`src/rtl/pc_branch_unit.sv`:
```
// PC / branch stage fed by the ALU's registered Cond flag; run control plus a saturating cycle counter.
// Optional BRANCH_REL_EN: LUT entries are PC-relative two's-complement offsets instead of absolute targets.
module pc_branch_unit #(
  parameter int PW       = 10,
  parameter int LW       = 5,
  parameter int CW       = 16,
  parameter int START_PC = 0
) (
  input  logic          Clk,
  input  logic          Reset,
  input  logic          Start,
  input  logic          Cond,
  input  logic          BranchEn,
  input  logic          JumpEn,
  input  logic          Halt,
  input  logic [LW-1:0] BranchIdx,
  input  logic          LutWrEn,
  input  logic [LW-1:0] LutWrAddr,
  input  logic [PW-1:0] LutWrData,
  output logic [PW-1:0] PC,
  output logic          Running,
  output logic          Done,
  output logic [CW-1:0] CycleCount
);

  typedef enum logic [1:0] {IDLE, RUN, DONE} state_t;

  localparam logic [PW-1:0] PC0 = PW'(START_PC);

  state_t        state;
  logic [PW-1:0] lut [0:2**LW-1];
  logic [PW-1:0] tgt;
  logic          taken;

`ifdef BRANCH_REL_EN
  assign tgt = PC + lut[BranchIdx];
`else
  assign tgt = lut[BranchIdx];
`endif

  // Jump and taken branch share one target, so jump priority only matters against Halt.
  assign taken   = JumpEn | (BranchEn & Cond);
  assign Running = (state == RUN);
  assign Done    = (state == DONE);

  always_ff @(posedge Clk or posedge Reset) begin
    if (Reset) begin
      state      <= IDLE;
      PC         <= PC0;
      CycleCount <= '0;
      for (int i = 0; i < 2**LW; i++) lut[i] <= '0;
    end else begin
      case (state)
        RUN: begin
          if (CycleCount != {CW{1'b1}}) CycleCount <= CycleCount + 1'b1;
          if (Halt)       state <= DONE;
          else if (taken) PC    <= tgt;
          else            PC    <= PC + 1'b1;
        end
        default: begin
          // LUT is writable only outside RUN, so a same-index read/write never collides.
          if (LutWrEn) lut[LutWrAddr] <= LutWrData;
          if (Start) begin
            state      <= RUN;
            PC         <= PC0;
            CycleCount <= '0;
          end
        end
      endcase
    end
  end

endmodule

```
`config.mk`:
```
export PLATFORM = sky130hd
export DESIGN_NAME = pc_branch_unit
export DESIGN_NICKNAME = d
export VERILOG_FILES = /design/src/rtl/pc_branch_unit.sv
export SDC_FILE = /design/constraint.sdc
export NUM_CORES = 1
export LEC_CHECK = 0
export ABC_AREA = 1
export BUFFER_PORTS_ARGS = -buffer_cell sky130_fd_sc_hd__buf_4
export CORE_UTILIZATION = 45
export DETAILED_ROUTE_END_ITERATION = 12
export SLEW_MARGIN = 20
export SYNTH_ARGS = -nofsm -noshare
export SYNTH_HDL_FRONTEND = slang
export SYNTH_SLANG_ARGS = --single-unit
export TNS_END_PERCENT = 100
```
`constraint.sdc`:
```
create_clock -name Clk -period 19.03 [get_ports Clk]
set_input_delay 3.806 -clock Clk [delete_from_list [all_inputs] [get_ports Clk]]
set_output_delay 3.806 -clock Clk [all_outputs]
set_load 0.005 [all_outputs]
```
== Word level (Yosys, flattened, before mapping) ==
Index checks and enable logic that the tools add are counted.
Word-level totals
  register bits after elaboration: 348
  bits of input ports: 28
  output and inout port bits: 28
Operators by class
  $add $sub $neg: 2
  $lt $le $gt $ge: 3
  equality and inequality tests: 6
  muxes and demuxes: 16
  bitwise logic cells: 5
  reduce and logical (&&, ||, !) cells: 6
Operators by type and width (number)
  bitwise mux 320 bit: 1
  two-way mux 10 bit: 7
  binary-select mux 10 bit (select 5 bit): 1
  demux 10 bit (select 5 bit): 1
  two-way mux 16 bit: 3
  adder 16 x 1 -> 16 bit, second input constant: 1
  != test 16 bit, second input constant: 1
  >= comparator 6 bit, second input constant: 2
  NOT 5 -> 6 bit: 2
  adder 10 x 1 -> 10 bit, second input constant: 1
  AND reduction 2 bit: 4
  < comparator 6 x 1 -> 1 bit, second input constant: 1
  two-way mux 2 bit: 3
  != test 2 bit, second input constant: 2
  == test 2 x 1 -> 1 bit, second input constant: 1
  == test 2 bit, second input constant: 1
  != test 2 x 1 -> 1 bit, second input constant: 1
  nonzero test 2 bit: 1
  bitwise AND 1 bit: 1
  logical AND 1 bit: 1
  NOT 1 bit: 1
  OR 1 bit: 1

== Logic depth before layout (Yosys ltp) ==
Gate-level depths: netlist of run 1.
  depth in word-level cells: 7
  mapped depth: 13
  depth with buffers taken out: 11

== Worst setup path after synthesis of run 1 ==
Ideal clock, no wire load.
  kind: input -> register
  start: in BranchIdx[1]
  end: reg PC[6]
  setup time: 0.117 ns
  data arrival time: 4.816 ns
  setup slack: 14.097 ns
  cell stages on the path: 13
  path through: buf_2 -> inv_2 -> buf_4 -> buf_2 -> nand3_1 -> nand3_1 -> nand2_1 -> nand2_1 -> nand2_1 -> o21ai_1 -> nand2_1 -> nand2_1 -> nand2_1
Between the ends
  cells in the longest elaborated chain, start to end: 7
RTL lines
  from (decl): RTL line 16  | input logic [LW-1:0] BranchIdx,
  NOT 5 -> 6 bit (not written as such): RTL line 38  | assign tgt = lut[BranchIdx];
  binary-select mux 10 bit (select 5 bit): RTL line 38
  two-way mux 10 bit (not written as such) (2 in series): RTL line 38
  two-way mux 10 bit: RTL line 57  | else if (taken) PC <= tgt;
  two-way mux 10 bit: RTL line 56  | if (Halt) state <= DONE;
  two-way mux 10 bit: RTL line 53  | case (state)
  to (signal assigned): RTL line 57
  to (signal assigned): RTL line 58  | else PC <= PC + 1'b1;
  to (decl): RTL line 20  | output logic [PW-1:0] PC,
No other way between the ends. The select of a mux whose other input is x is not followed.
A chain may end at the register's enable or synchronous reset.

== Final worst setup path of run 1 ==
  start: in BranchIdx[0]
  end: reg PC[3]
The elaborated chain is that of the path after synthesis.

==> impl_metrics.prom, run 1 <==
# TYPE chip_impl_metric gauge
chip_impl_metric{name="detail_route.wl_per_cell",unit="um"} 18.5
chip_impl_metric{name="routed_wirelength",unit="mm"} 47.3
chip_impl_metric{name="final-max-slew-violation-count",unit=""} 0
chip_impl_metric{name="routed_via_density",unit=""} 5.48
chip_impl_metric{name="post-route-worst-setup-slack",unit="ns"} 13.01
chip_impl_metric{name="timing.final.crit_share",unit="%"} 31.6
chip_impl_metric{name="crit_buf_inv",unit=""} 3
chip_impl_info{name="critical_path_class",value="input port to flop"} 1
chip_impl_metric{name="synth_area_in_compound_gates",unit="%"} 11.5
chip_impl_info{name="worst_setup_path_start_kind",value="input port"} 1
chip_impl_metric{name="post_cts.resized_instances",unit=""} 0
chip_impl_metric{name="port-buffer-count",unit=""} 55
chip_impl_metric{name="cap_viol_max_count",unit=""} 0
chip_impl_metric{name="worst_skew_pair.late_latency",unit="ns"} 0.54
chip_impl_metric{name="hold_viol",unit=""} 0
chip_impl_metric{name="routed-via-count",unit=""} 14000
chip_impl_metric{name="ctsHtreeMaxLevel",unit=""} 2
chip_impl_metric{name="power.leakage",unit="nW"} 8.56
chip_impl_metric{name="wire_length_of_the_first_global_routing_pass",unit="mm"} 74.9
chip_impl_metric{name="ir_drop",unit="mV"} 0.0881
chip_impl_metric{name="clkTransAtPathRegs",unit="ns"} 0.06
chip_impl_metric{name="synthToLayoutAreaGrowth",unit="%"} 10.8
chip_impl_info{name="worst_path_dominant_cell_family",value="buffers and inverters"} 1
chip_impl_metric{name="rows",unit=""} 69
chip_impl_metric{name="cp.required",unit="ns"} 19.51
chip_impl_metric{name="number_of_hold_repair_buffers_added_at_the_cts_stage",unit=""} 0
chip_impl_metric{name="synth.yosys.warnings",unit=""} 0
chip_impl_metric{name="setup_tns_after_final_layout",unit="ns"} 0
chip_impl_metric{name="fp.coreArea",unit="sq um"} 35700
chip_impl_info{name="grt_setup_unrepaired",value="no"} 1
chip_impl_metric{name="synthXorXnorAreaFrac",unit="%"} 0.533
chip_impl_metric{name="insertedDiodeCount",unit=""} 0
chip_impl_metric{name="final-setup-viol-count",unit=""} 0
chip_impl_metric{name="global_router_s_overall_resource_usage",unit="%"} 26.1
chip_impl_metric{name="ios",unit=""} 56
chip_impl_metric{name="die_boundary_width",unit="um"} 193
chip_impl_metric{name="drt_first_pass_iters",unit=""} 9
chip_impl_metric{name="synth_area_per_cell",unit="sq um"} 7.75
chip_impl_metric{name="worst_slew_pin_slew",unit="ns"} 1.15
chip_impl_metric{name="timing.critical_path.arrival",unit="ns"} 6.50
chip_impl_metric{name="ys_ff_latch",unit=""} 348
chip_impl_info{name="path_common_cell",value="nand2_1"} 1
chip_impl_info{name="synth_top_family_by_area",value="simple AND/OR/NAND/NOR gates"} 1
chip_impl_metric{name="cts_inserted_buffers",unit=""} 40
chip_impl_info{name="crit_path_end_kind",value="flop"} 1
chip_impl_metric{name="synth-adder-area-share",unit="%"} 0.152
chip_impl_metric{name="worst_slew_margin_rel",unit="%"} 23.1
chip_impl_metric{name="synth_simple_gate_area_share",unit="%"} 28.8
chip_impl_metric{name="synthMuxAreaShare",unit="%"} 0
chip_impl_metric{name="first_global_vias",unit=""} 12900
chip_impl_info{name="cts_tree",value="done"} 1
chip_impl_metric{name="initial_core_util",unit="%"} 46.0
chip_impl_info{name="critPathSlowestCell",value="buf_4"} 1
chip_impl_metric{name="placed_cells_incl_taps",unit=""} 2482
chip_impl_metric{name="antenna_left",unit=""} 0
chip_impl_metric{name="max-clock-path-buffers",unit=""} 3
chip_impl_metric{name="setup_ws_pre_cts",unit="ns"} 12.42
chip_impl_metric{name="netlist_area",unit="sq um"} 16400
chip_impl_metric{name="finalClockSkew",unit="ns"} 0.0161
chip_impl_info{name="status",value="finished, violations left"} 1
chip_impl_metric{name="synth_cell_types",unit=""} 33
chip_impl_metric{name="cts_post_setup_buffers_inserted",unit=""} 0
chip_impl_metric{name="finalNetCount",unit=""} 2093
chip_impl_metric{name="hold_slack",unit="ns"} 0.480
chip_impl_metric{name="die_y",unit="um"} 193
chip_impl_metric{name="cp_max_fo",unit=""} 80
chip_impl_metric{name="fin_util",unit="%"} 50.9
chip_impl_metric{name="drc_errors",unit=""} 8
chip_impl_metric{name="grt_max_degree",unit=""} 177
chip_impl_metric{name="drive_above_1_share",unit="%"} 7.31
chip_impl_info{name="crit_path_cell_trace",value="buf_4 -> inv_4 -> buf_4 -> nand2_1 -> nand3_1 -> nand3_1 -> nand2_1 -> nand2_1 -> nand3_1 -> nand3_1 -> nand2_1 -> nand2_1 -> nand2_1"} 1
chip_impl_metric{name="synth-seq-area-share",unit="%"} 53.0
chip_impl_metric{name="total_power_density_per_cell_area",unit="nW/um^2"} 126
chip_impl_metric{name="timing.fmax",unit="MHz"} 166
chip_impl_info{name="cts.root.buffer_cell",value="clkbuf_16"} 1
chip_impl_metric{name="post_synth_inst_count",unit=""} 2120
chip_impl_metric{name="design.die.area",unit="sq um"} 37300
chip_impl_info{name="timing.hold.worst.class",value="flop to flop"} 1
chip_impl_metric{name="cts.sinks",unit=""} 348
chip_impl_metric{name="synth_nets",unit=""} 2150
chip_impl_metric{name="final_period_minus_worst_setup_slack",unit="ns"} 6.02
chip_impl_metric{name="antenna_violations_before_repair",unit=""} 0
chip_impl_metric{name="critPathMaxStageDelay",unit="ns"} 0.84
chip_impl_metric{name="gp_congestion",unit=""} 0.887
chip_impl_metric{name="final_cells",unit=""} 2554
chip_impl_metric{name="dp_hpwl",unit="mm"} 27.9
chip_impl_metric{name="first_iter_violations",unit=""} 1154
chip_impl_info{name="violations",value="DRC"} 1
chip_impl_metric{name="grt.overflow.total",unit=""} 0
[power breakdown]
part           switching [W]  internal [W]
Sequential          0.000122      0.000934
Clock               0.000313      0.000496
Combinational       0.000259      0.000164
[stage by stage]
stage               power, W  instance area [sq um]
floorplan            0.00134                  16400
global placement     0.00147                  16800
detailed placement   0.00149                  16800
CTS                  0.00230                  18200
global route         0.00243                  18200
finish               0.00229                  18200
[cells in the mapped netlist (all sizes together)]
library cell / number / share of area [%]
a21o: 1 / 0.046
a21oi: 5 / 0.15
a22o: 1 / 0.053
a2bb2oi: 1 / 0.053
a31o: 1 / 0.053
buf: 57 / 2.0
clkbuf: 110 / 2.5
clkinv: 2 / 0.046
dfrtp: 348 / 53
ha: 2 / 0.15
inv: 63 / 1.4
nand2: 802 / 18
nand3: 266 / 8.1
nand4: 7 / 0.27
nor2: 76 / 1.8
nor3: 8 / 0.27
o211ai: 5 / 0.23
o21ai: 347 / 11
o21bai: 1 / 0.046
o22ai: 7 / 0.27
xnor2: 2 / 0.11
xor2: 8 / 0.43
[cell families after synthesis]
logic type / Yosys count
flip-flops: 348
adder cells (fa/ha/maj): 2
AND/OR/NAND/NOR: 1159
XOR/XNOR: 10
AO/OA/AOI/OAI: 369
buffers and inverters: 232
[cell type report]
class,instances,area (sq um)
clock inverters,13,150
multi-input cells,1540,6740
inverters,65,254
clock buffers,59,1250
repair buffers,68,523
fillers,3554,17500
flip-flops and latches,348,8710
well taps,461,577
[metal layers]
metal,global-route usage (%),share of wire (%)
met5,0,0
met4,7.54,2.6
met3,4.05,5.7
met2,41.0,46
met1,37.2,46
[worst min-delay path, stage by stage (launching register included)]
cell	delay, ns
dfrtp_1	0.34
nand2_1	0.05
o21ai_0	0.06
[state kept, by name, summed over array words and instances (netlist names)]
signal,cells
lut,320
CycleCount,16
PC,10
state,2
[worst paths after layout]
check | slack [ns] | endpoint | cells after the start | startpoint
worst max-delay path | 13.01 | PC[3]$_DFFE_PP0P_ | 13 | BranchIdx[0]
worst min-delay path | 0.48 | lut[240]$_DFFE_PP0P_ | 2 | lut[240]$_DFFE_PP0P_
worst max register to register | 16.56 | lut[160]$_DFFE_PP0P_ | 6 | state[0]$_DFFE_PP0P_
worst min register to register | 0.48 | lut[240]$_DFFE_PP0P_ | 2 | lut[240]$_DFFE_PP0P_
max in group asynchronous | 13.46 | lut[67]$_DFFE_PP0P_ | 4 | Reset
min in group asynchronous | 3.42 | lut[169]$_DFFE_PP0P_ | 2 | Reset
[cell usage in the layout, fill, tap and decap left out, drive strengths merged]
cell type,instances
a21o,1
a21oi,5
a22o,1
a2bb2oi,1
a31o,1
buf,68
bufinv,3
clkbuf,59
clkinv,11
clkinvlp,1
dfrtp,348
ha,2
inv,63
nand2,802
nand3,266
nand4,7
nor2,76
nor3,8
o211ai,5
o21ai,347
o21bai,1
o22ai,7
xnor2,2
xor2,8
Note: power is estimated with default switching activity, not from simulation.
==> inputs of run 2 (changes only) <==
--- a/config.mk
+++ b/config.mk
@@ -5,7 +5,7 @@
 export SDC_FILE = /design/constraint.sdc
 export NUM_CORES = 1
 export LEC_CHECK = 0
-export ABC_AREA = 1
+export ABC_AREA = 0
 export BUFFER_PORTS_ARGS = -buffer_cell sky130_fd_sc_hd__buf_4
 export CORE_UTILIZATION = 45
 export DETAILED_ROUTE_END_ITERATION = 12
==> constraint.sdc (replaced) <==
create_clock -name Clk -period 6.01 [get_ports Clk]
set_input_delay 1.202 -clock Clk [delete_from_list [all_inputs] [get_ports Clk]]
set_output_delay 1.202 -clock Clk [all_outputs]
set_load 0.005 [all_outputs]
==> run 2 against run 1 <==
- the run now ends clean
- register-to-register slack got worse by 14 ns
- cell area increased by 0.42%
- non-clock buffer count decreased by 5
- sequential power increased to 3.1 times the previous value
- final cell count decreased by 36%
- worst setup slack got worse by 10 ns
- total power increased to 3.1 times the previous value
- largest cell class unchanged
==> impl_metrics.prom, run 2 <==
# TYPE chip_impl_metric gauge
chip_impl_metric{name="p_comb_share",unit="%"} 20.1
chip_impl_metric{name="hold_viol",unit=""} 0
chip_impl_metric{name="reg2reg_slack",unit="ns"} 2.91
chip_impl_metric{name="drive_above_1_share",unit="%"} 47.6
chip_impl_metric{name="async_flop_share",unit="%"} 100
chip_impl_metric{name="power_dissipated_by_switching_net_loads",unit="W"} 0.00189
chip_impl_metric{name="first_iter_violations",unit=""} 648
chip_impl_metric{name="synth_area_per_cell",unit="sq um"} 14.7
chip_impl_metric{name="finalNetCount",unit=""} 1167
chip_impl_metric{name="gp_congestion",unit=""} 0.882
chip_impl_info{name="crit_path_cell_trace",value="nand2b_1 -> clkinv_1 -> buf_4"} 1
chip_impl_metric{name="worst_skew_pair.late_latency",unit="ns"} 0.53
chip_impl_metric{name="port-buffer-count",unit=""} 55
chip_impl_metric{name="first_global_vias",unit=""} 9934
chip_impl_info{name="post_synth_main_area_contributors",value="dfrtp_1, mux2_2, mux4_2, clkbuf_1, mux2i_1"} 1
chip_impl_info{name="synth_flop_cell",value="dfrtp_1"} 1
chip_impl_metric{name="global_router_s_overall_resource_usage",unit="%"} 23.4
chip_impl_metric{name="ios",unit=""} 56
chip_impl_metric{name="routed_wirelength",unit="mm"} 41.3
chip_impl_metric{name="cts_inserted_buffers",unit=""} 39
chip_impl_metric{name="final_cells",unit=""} 1624
chip_impl_metric{name="largest_register_ffs",unit=""} 320
chip_impl_metric{name="routed_via_density",unit=""} 6.02
chip_impl_metric{name="post_cts.resized_instances",unit=""} 0
chip_impl_info{name="critical_path_class",value="flop to output pin"} 1
chip_impl_metric{name="routed-via-count",unit=""} 9780
chip_impl_metric{name="antenna_violations_before_repair",unit=""} 0
chip_impl_metric{name="footprint_of_the_multi_input_gates",unit="sq um"} 7200
chip_impl_metric{name="worst_slew_margin_rel",unit="%"} 37.1
chip_impl_metric{name="synth_nets",unit=""} 1135
chip_impl_metric{name="timing.critical_path.depth",unit=""} 3
chip_impl_metric{name="timing.critical_path.arrival",unit="ns"} 2.05
chip_impl_metric{name="drt_first_pass_iters",unit=""} 5
chip_impl_metric{name="die_y",unit="um"} 192
chip_impl_info{name="worst_setup_path_start_kind",value="flop"} 1
chip_impl_info{name="top_regs",value="lut x320, CycleCount x16, PC x10"} 1
chip_impl_metric{name="layout.area.seq",unit="sq um"} 8710
chip_impl_metric{name="fin_util",unit="%"} 51.4
chip_impl_metric{name="cts.sinks",unit=""} 348
chip_impl_metric{name="cp_max_fo",unit=""} 15
chip_impl_metric{name="netlist_area",unit="sq um"} 16300
chip_impl_metric{name="placed_cells_incl_taps",unit=""} 1557
chip_impl_metric{name="final_period_minus_worst_setup_slack",unit="ns"} 3.26
chip_impl_metric{name="swShare",unit="%"} 26.7
chip_impl_info{name="worstReg2RegEnd",value="lut[269]$_DFFE_PP0P_"} 1
chip_impl_info{name="cts_tree",value="done"} 1
chip_impl_metric{name="clkTransAtPathRegs",unit="ns"} 0.06
chip_impl_info{name="critPathSlowestCell",value="nand2b_1"} 1
chip_impl_info{name="layout.cells.most_common_list",value="dfrtp_1, mux2_2, mux4_2"} 1
chip_impl_info{name="worst_r2r_startpoint",value="state[1]$_DFFE_PP0P_"} 1
chip_impl_metric{name="clock_power_share",unit="%"} 33.2
chip_impl_metric{name="final-setup-viol-count",unit=""} 0
chip_impl_metric{name="final-max-slew-violation-count",unit=""} 0
chip_impl_info{name="synthTopCellsByCount",value="dfrtp_1, mux2_2, mux4_2"} 1
chip_impl_metric{name="number_of_hold_repair_buffers_added_at_the_cts_stage",unit=""} 0
chip_impl_info{name="synth.most_common_cell",value="dfrtp_1"} 1
chip_impl_metric{name="number_of_synthesized_flops_with_an_enable_pin",unit=""} 0
chip_impl_metric{name="dp_hpwl",unit="mm"} 26.9
chip_impl_metric{name="fp.coreArea",unit="sq um"} 35600
chip_impl_info{name="synth_top_area_cell",value="dfrtp_1"} 1
chip_impl_info{name="layout_commonest_cell",value="dfrtp_1"} 1
chip_impl_metric{name="ff2ff_path_depth",unit=""} 4
chip_impl_metric{name="internal_power",unit="W"} 0.00518
chip_impl_metric{name="cts_post_setup_buffers_inserted",unit=""} 0
chip_impl_info{name="status",value="complete, no violations"} 1
chip_impl_metric{name="synth_cell_types",unit=""} 62
chip_impl_metric{name="antenna_left",unit=""} 0
chip_impl_metric{name="synth.yosys.warnings",unit=""} 0
chip_impl_metric{name="ys_ff_latch",unit=""} 348
chip_impl_metric{name="die_boundary_width",unit="um"} 192
chip_impl_metric{name="critPathMaxStageDelay",unit="ns"} 0.49
chip_impl_metric{name="cap_viol_max_count",unit=""} 0
chip_impl_info{name="timing.hold.worst.class",value="flop to flop"} 1
chip_impl_metric{name="post_synth_inst_count",unit=""} 1105
chip_impl_metric{name="placement.cell_area",unit="sq um"} 17000
chip_impl_metric{name="total_power_density_per_cell_area",unit="nW/um^2"} 387
chip_impl_metric{name="max-clock-path-buffers",unit=""} 3
chip_impl_info{name="top_register",value="lut"} 1
chip_impl_metric{name="grt.overflow.total",unit=""} 0
chip_impl_metric{name="n_fill_cell",unit=""} 3034
chip_impl_metric{name="ctsHtreeMaxLevel",unit=""} 2
chip_impl_metric{name="drc_errors",unit=""} 0
chip_impl_info{name="timing.hold.worst.start",value="lut[4]$_DFFE_PP0P_"} 1
chip_impl_info{name="worst_path_dominant_cell_family",value="buffers and inverters"} 1
chip_impl_metric{name="ir_drop",unit="mV"} 0.313
chip_impl_metric{name="grt_max_degree",unit=""} 123
chip_impl_info{name="min_to",value="lut[4]$_DFFE_PP0P_"} 1
chip_impl_metric{name="p_seq_share",unit="%"} 46.7
chip_impl_metric{name="postLayoutCellArea",unit="sq um"} 18300
chip_impl_info{name="crit_path_end_kind",value="output pin"} 1
chip_impl_metric{name="hold_depth",unit=""} 1
chip_impl_metric{name="design.die.area",unit="sq um"} 36900
chip_impl_metric{name="power.leakage",unit="nW"} 8.31
chip_impl_metric{name="worst_slew_pin_slew",unit="ns"} 0.943
chip_impl_metric{name="rows",unit=""} 69
chip_impl_metric{name="synth-seq-area-share",unit="%"} 53.5
chip_impl_metric{name="insertedDiodeCount",unit=""} 0
chip_impl_metric{name="detail_route.wl_per_cell",unit="um"} 25.4
chip_impl_metric{name="initial_core_util",unit="%"} 45.8
chip_impl_metric{name="wire_length_of_the_first_global_routing_pass",unit="mm"} 63.7
chip_impl_metric{name="crit_buf_inv",unit=""} 2
chip_impl_metric{name="netlist.area_leader.share",unit="%"} 53.5
chip_impl_metric{name="synthToLayoutAreaGrowth",unit="%"} 12.3
chip_impl_info{name="cts.root.buffer_cell",value="clkbuf_16"} 1
chip_impl_metric{name="timing.fmax",unit="MHz"} 307
chip_impl_info{name="grt_setup_unrepaired",value="no"} 1
chip_impl_metric{name="finalClockSkew",unit="ns"} 0.0222
chip_impl_metric{name="setup_tns_after_final_layout",unit="ns"} 0
chip_impl_metric{name="timing.final.crit_share",unit="%"} 54.2
chip_impl_metric{name="cp.required",unit="ns"} 4.81
==> run 2: layout make-up <==
type | instances | share of cell area (%)
sequential | 348 | 47.6
multi-input combinational | 675 | 39.4
clock buffer | 58 | 6.34
tap | 461 | 3.16
timing repair buffer | 63 | 2.72
clock inverter | 9 | 0.520
inverter | 10 | 0.226
==> run 2: how the worst max path moves through the flow <==
stage                          from  slack [ns]                   endpoint
2_1_floorplan                 Reset        0.15  CycleCount[0]$_DFFE_PP0P_
3_3_place_gp           BranchIdx[0]        2.31          PC[3]$_DFFE_PP0P_
3_5_place_dp           BranchIdx[0]        2.30          PC[3]$_DFFE_PP0P_
4_1_cts        state[1]$_DFFE_PP0P_        2.74                    Running
5_1_grt        state[1]$_DFFE_PP0P_        2.63                    Running
6_report       state[1]$_DFFE_PP0P_        2.75                    Running
==> run 2: worst reg2reg max path, delay by kind of cell, from the launching register on <==
kind             cells  cell delay, ns
AND/OR/NAND/NOR      3            2.19
multiplexers         1            0.42
flip-flops           1            0.36
==> run 2: logic make-up after synthesis <==
family	synth area share (%)
simple gates	5.50
fa+ha+maj	0.154
mux	34.5
compound gates	3.75
xor+xnor	0.269
buf+inv	2.30
flops	53.5
==> run 2: metrics by stage <==
stage,total power (W),hold slack [ns],setup slack (ns)
2_1_floorplan,0.00428,0.474,0.150
4_1_cts,0.00713,0.502,2.74
3_5_place_dp,0.00477,0.488,2.30
3_3_place_gp,0.00472,0.483,2.31
6_report,0.00707,0.500,2.75
5_1_grt,0.00741,0.512,2.63
==> run 2: power by group through the flow <==
| stage | Combinational, W | Clock (W) | Sequential (W) |
|---|---|---|---|
| floorplan | 0.00108 | 0 | 0.00321 |
| global placement | 0.00140 | 0 | 0.00332 |
| detailed placement | 0.00144 | 0 | 0.00333 |
| CTS | 0.00144 | 0.00240 | 0.00329 |
| global route | 0.00154 | 0.00250 | 0.00338 |
| finish | 0.00142 | 0.00235 | 0.00330 |
==> run 2: metal layers <==
layer  GRT usage [%]  part of all wire [%]  wire (um)  vias up
met5               0                     0          0        -
met4            5.18                   1.5        629        0
met3            4.82                   6.3       2620       47
met2            36.3                    46      19100      255
met1            33.8                    46      19000     5251
li1                -                     -          -     4227
